## config.mk

```make
export PLATFORM = sky130hd
export DESIGN_NAME = regfile_sb
export DESIGN_NICKNAME = d
export VERILOG_FILES = /design/src/rtl/regfile_sb.sv
export SDC_FILE = /design/constraint.sdc
export NUM_CORES = 1
export LEC_CHECK = 0
export BUFFER_PORTS_ARGS = -buffer_cell sky130_fd_sc_hd__buf_2
export CORE_UTILIZATION = 50
export CTS_BUF_LIST = sky130_fd_sc_hd__clkbuf_8
export DETAILED_ROUTE_END_ITERATION = 8
export PLACE_DENSITY = 0.66
export RECOVER_POWER = 50
export SLEW_MARGIN = 20
export SYNTH_ARGS = -nofsm -noshare
export SYNTH_HDL_FRONTEND = slang
export SYNTH_SLANG_ARGS = --single-unit
export TNS_END_PERCENT = 30
```

## constraint.sdc

```tcl
create_clock -name clk_i -period 10.15 [get_ports clk_i]
set_clock_uncertainty 0.05 [all_clocks]
set_input_delay 1.015 -clock clk_i [delete_from_list [all_inputs] [get_ports clk_i]]
set_output_delay 1.015 -clock clk_i [all_outputs]
set_load 0.005 [all_outputs]
```

## src/rtl/regfile_sb.sv

```systemverilog
// regfile_sb: parametrised integer register file with a per-register
// pending-write scoreboard, optional write-to-read bypass and a sequential
// clear sweep that zeroes every register after reset release.
module regfile_sb #(
    parameter int XLEN     = 32,
    parameter int NREGS    = 32,
    parameter int ZERO_REG = 1,
    parameter int BYPASS   = 1,
    localparam int AW      = $clog2(NREGS)
) (
    input  logic            clk_i,
    input  logic            rst_i,
    output logic            busy_o,
    input  logic [AW-1:0]   rs1_ptr_i,
    input  logic [AW-1:0]   rs2_ptr_i,
    output logic [XLEN-1:0] rs1_o,
    output logic [XLEN-1:0] rs2_o,
    output logic            rs1_pend_o,
    output logic            rs2_pend_o,
    input  logic            alloc_en_i,
    input  logic [AW-1:0]   alloc_ptr_i,
    input  logic            wr_en_i,
    input  logic [AW-1:0]   wr_ptr_i,
    input  logic [XLEN-1:0] wr_data_i
);

    localparam logic [AW:0]   NREGS_C = (AW + 1)'(NREGS);
    localparam logic [AW-1:0] LAST_C  = AW'(NREGS - 1);

    typedef enum logic {
        S_INIT = 1'b0,
        S_RUN  = 1'b1
    } state_t;

    state_t            state_q;
    logic [AW-1:0]     cnt_q;
    logic              busy_q;
    logic [NREGS-1:0]  pend_q;
    logic [NREGS-1:0]  pend_d;
    logic [XLEN-1:0]   mem_q [NREGS];

    logic              wr_fire;
    logic              alloc_fire;
    logic [AW-1:0]     rd_ptr  [2];
    logic [XLEN-1:0]   rd_data [2];
    logic [1:0]        rd_pend;

    // A pointer addresses real storage: in range and not the hard-wired zero register.
    function automatic logic ptr_ok(input logic [AW-1:0] p);
        return ({1'b0, p} < NREGS_C) && !((ZERO_REG != 0) && (p == '0));
    endfunction

    assign wr_fire    = (state_q == S_RUN) && wr_en_i    && ptr_ok(wr_ptr_i);
    assign alloc_fire = (state_q == S_RUN) && alloc_en_i && ptr_ok(alloc_ptr_i);

    // Sweep controller: walk cnt over every register once, then enter RUN.
    always_ff @(posedge clk_i or posedge rst_i) begin
        if (rst_i) begin
            state_q <= S_INIT;
            cnt_q   <= '0;
            busy_q  <= 1'b1;
        end else begin
            case (state_q)
                S_INIT: begin
                    if (cnt_q == LAST_C) begin
                        state_q <= S_RUN;
                        busy_q  <= 1'b0;
                        cnt_q   <= '0;
                    end else begin
                        cnt_q   <= cnt_q + 1'b1;
                    end
                end
                S_RUN: begin
                    busy_q  <= 1'b0;
                end
                default: begin
                    state_q <= S_INIT;
                end
            endcase
        end
    end

    // Scoreboard next state: writeback retires a producer, alloc applied last so a new producer wins.
    always_comb begin
        pend_d = pend_q;
        if (wr_fire) begin
            pend_d[wr_ptr_i] = 1'b0;
        end
        if (alloc_fire) begin
            pend_d[alloc_ptr_i] = 1'b1;
        end
    end

    // Scoreboard register; cleared by reset so INIT starts with nothing outstanding.
    always_ff @(posedge clk_i or posedge rst_i) begin
        if (rst_i) begin
            pend_q <= '0;
        end else begin
            pend_q <= pend_d;
        end
    end

    // Storage has no reset; the sweep zeroes it, writeback updates it in RUN.
    always_ff @(posedge clk_i) begin
        if (state_q == S_INIT) begin
            mem_q[cnt_q] <= '0;
        end else if (wr_fire) begin
            mem_q[wr_ptr_i] <= wr_data_i;
        end
    end

    assign rd_ptr[0] = rs1_ptr_i;
    assign rd_ptr[1] = rs2_ptr_i;

    // Read ports: zero while sweeping or for unmapped/zero pointers, else bypass or storage.
    always_comb begin
        for (int p = 0; p < 2; p++) begin
            rd_data[p] = '0;
            rd_pend[p] = 1'b0;
            if ((state_q == S_RUN) && ptr_ok(rd_ptr[p])) begin
                if ((BYPASS != 0) && wr_fire && (wr_ptr_i == rd_ptr[p])) begin
                    rd_data[p] = wr_data_i;
                end else begin
                    rd_data[p] = mem_q[rd_ptr[p]];
                    rd_pend[p] = pend_q[rd_ptr[p]];
                end
            end
        end
    end

    assign rs1_o      = rd_data[0];
    assign rs2_o      = rd_data[1];
    assign rs1_pend_o = rd_pend[0];
    assign rs2_pend_o = rd_pend[1];
    assign busy_o     = busy_q;

endmodule

```

==> results.md <==
* HP Start: pend_q[0]
* Crit path DAT at around 6.6 ns
* Synth Area per Inst at 17.65 um^2
* Share of layout cells above drive strength 1 at around 27%
* Hold crit path type: reg -> reg
* Peak supply drop at 0.0001280 V
* Critical Path End Type: output port
* Critical path launch point: wr_ptr_i[2]
* Top-count cell post-synth: edfxtp_1
* Crit Path Max Fanout at 19
* Port Buffers at around 120
* Crit path launch type: input port
* Initial antenna violation count at 3
* Critical path class: in -> out
* DRT antenna net count at 0
* Violated checks: capacitance limit, slew limit
* RR Startpoint: state_q
* Clock Tree Buf Depth at 3
* Final nets at 3025
* Area growth from synthesis to layout at 10.24%
* Hold slack at 0.3624 ns
* Yosys top cell area share at 61.70%
* Synth warnings at 0
* Final worst slack at 2.520 ns
* Core area at 98560 um^2
* Syn Std Cell Area at 49840 um^2
* Largest net degree at the start of global routing at 98
* RSZ-0062 raised after global routing: no
* Pre-antenna DRT Iters at 5
* Pins over their slew limit at 412
* Sink Count at between 1000 and 1500
* Number of I/O pins at 123
* Remaining Overflow, GRT at 0
* Fin crit share at about three quarters
* Synthesized flop and latch total at 1063
* Detailed Route Iter0 Violations at 4040
* Cell Rows at between 100 and 150
* Sequential cell area at around 32000 um^2
* Pwr dens at 164.7 nW/um^2
* H-Tree Depth at 4
* Register area share after synthesis at 63.66%
* Post-synth EDFFs at 1024
* Lkg Pwr at 19.43 nW
* Setup Buffers After CTS at 0
* Vias in the first global route at 32501
* Fin crit period at 7.630 ns
* First-pass GRT wire length at 222600 um
* Peak Freq at 131.1 MHz
* Worst Tran Pin Value at 3.250 ns
* Die W at about 320 um
* Post-DP Area at between 50000 and 60000 um^2
* Relative slew slack at -119.4%
* Place WS at between 4 and 5 ns
* Cell area after layout at 54940 um^2
* Gate Count Post-Synth at 2824
* GRT Total Usage at a little under a third
* Power Total at 9.049 mW
* Clock root buffer: clkbuf_8
* Fill cells at 7461
* Multi-input logic area at around 17000 um^2
* Final HPWL DP at between 80000 and 90000 um
* Post-cts hold buffer count at 0
* Max cap viols at 17
* Die Y-Extent at roughly 320 um
* Outcome: complete, but fails checks
* Synth top area cells: edfxtp_1 62%, mux4_2 18%, mux2i_1 5.5%
* DR WL/cell at 35.18 um
* Clk Latency, worst-skew pair at 0.87 ns
* Net Count, Synth at 2882
* FFs w/ async S/R, synth at 3.669%
* Cts repair resizes at 0
* Setup tns final at 0 ns
* Top post-synthesis cells by count: 1024 x edfxtp_1, 394 x mux4_2, 273 x mux2i_1
* Worst Path Required at 9.09 ns
* Fin. Hold Viols at 0
* Area leader, netlist: edfxtp_1
* Initial Util at 50.57%
* Full die area at a little over 100000 um^2
* Routed vias/inst at 7.203
* CTS tree: done
* Clock transition at the registers of the reported paths at 0.07 ns
* Post-Route WL at between 150000 and 200000 um
* Placer Congestion at slightly below 0.9
* Top_reg_cell synth: edfxtp_1
* Finish-stage setup viols at 0
* Synth cell types at 57
* Drc violations at 0
* DR vias at 31587
* CTS Buf Count at 171
area by class of cell:
cell class / instances / share of cell area (%)
Clock inverter: 128 / 1.123
Multi-Input combinational cell: 1519 / 31.46
Antenna cell: 3 / 0.01366
Inverter: 8 / 0.05466
Timing Repair Buffer: 204 / 2.341
Sequential cell: 1063 / 57.75
Clock buffer: 173 / 4.334
Tap cell: 1287 / 2.931
report_power, final:
part	internal, mW	switching (mW)
clock network	1.63	1.70
logic	0.302	0.550
registers	4.85	0.0134
total	6.78	2.27
sequential cells by signal (all words and copies together), names as in the netlist:
signal / flops
busy_o: 1
cnt_q: 5
mem_q: 1024
pend_q: 32
state_q: 1
logic make-up after synthesis:
group | count (synthesis) | synth area share [%]
adder cells (fa/ha/maj) | 2 | 0.05020
XOR/XNOR | 10 | 0.1757
AO/OA/AOI/OAI | 547 | 7.778
buffers and inverters | 242 | 2.109
flip-flops | 1063 | 63.66
multiplexers | 671 | 23.38
AND/OR/NAND/NOR | 289 | 2.852
metal layers:
metal	GRT usage, %	routed length (um)	share of wire, %	vias to the layer above
met2	49.06	73650	48	2184
li1	-	-	-	12491
met1	40.46	56120	36	16413
met5	0	13	0.0084	-
met4	15.56	7972	5.2	2
met3	5.986	16490	11	497
critical path, stage by stage:
cell and delay [ns]:
clkbuf_1 0.32, or3_1 0.56, o311ai_0 2.52, o31ai_1 0.53, nor2_4 0.64, buf_4 0.49, a221o_1 0.29, buf_2 0.14
metrics by stage:
step | std cells | utilization [%]
3_3_place_gp | 4079 | 52.79
4_1_cts | 4380 | 55.84
2_1_floorplan | 2824 | -
6_report | 4385 | 55.74
5_1_grt | 4383 | 55.74
3_5_place_dp | 4079 | 52.79
cells in the final DEF, fill, tap and decap left out, types with 8 or more instances in the layout:
cell type / Yosys / final
edfxtp_1: 1024 / 1024
mux4_2: 394 / 394
mux2i_1: 273 / 273
o22ai_1: 187 / 187
clkbuf_8: 0 / 173
o221ai_1: 124 / 124
buf_2: 81 / 115
nor2_1: 103 / 81
inv_1: 7 / 75
o21ai_0: 74 / 74
buf_4: 5 / 73
a21oi_1: 65 / 65
a221o_1: 62 / 62
dfrtp_1: 38 / 38
nor3_1: 38 / 36
nor4_1: 33 / 33
clkinv_1: 0 / 33
and2_0: 0 / 32
nand2_1: 38 / 31
nor2_4: 0 / 23
clkinv_2: 0 / 11
xnor2_1: 10 / 10
a221oi_1: 8 / 8
clkbuf_1: 125 / 8
worst paths after layout:
path	endpoint	slack (ns)	depth (start not counted)
max reg2reg	mem_q[12][13]	3.24	5
max in group asynchronous	pend_q[14]	7.91	3
min reg2reg	pend_q[0]	0.36	0
min	pend_q[0]	0.36	0
min in group asynchronous	pend_q[26]	0.87	3
max	rs2_o[17]	2.52	8
No activity file was read; power rests on OpenSTA's default activity.
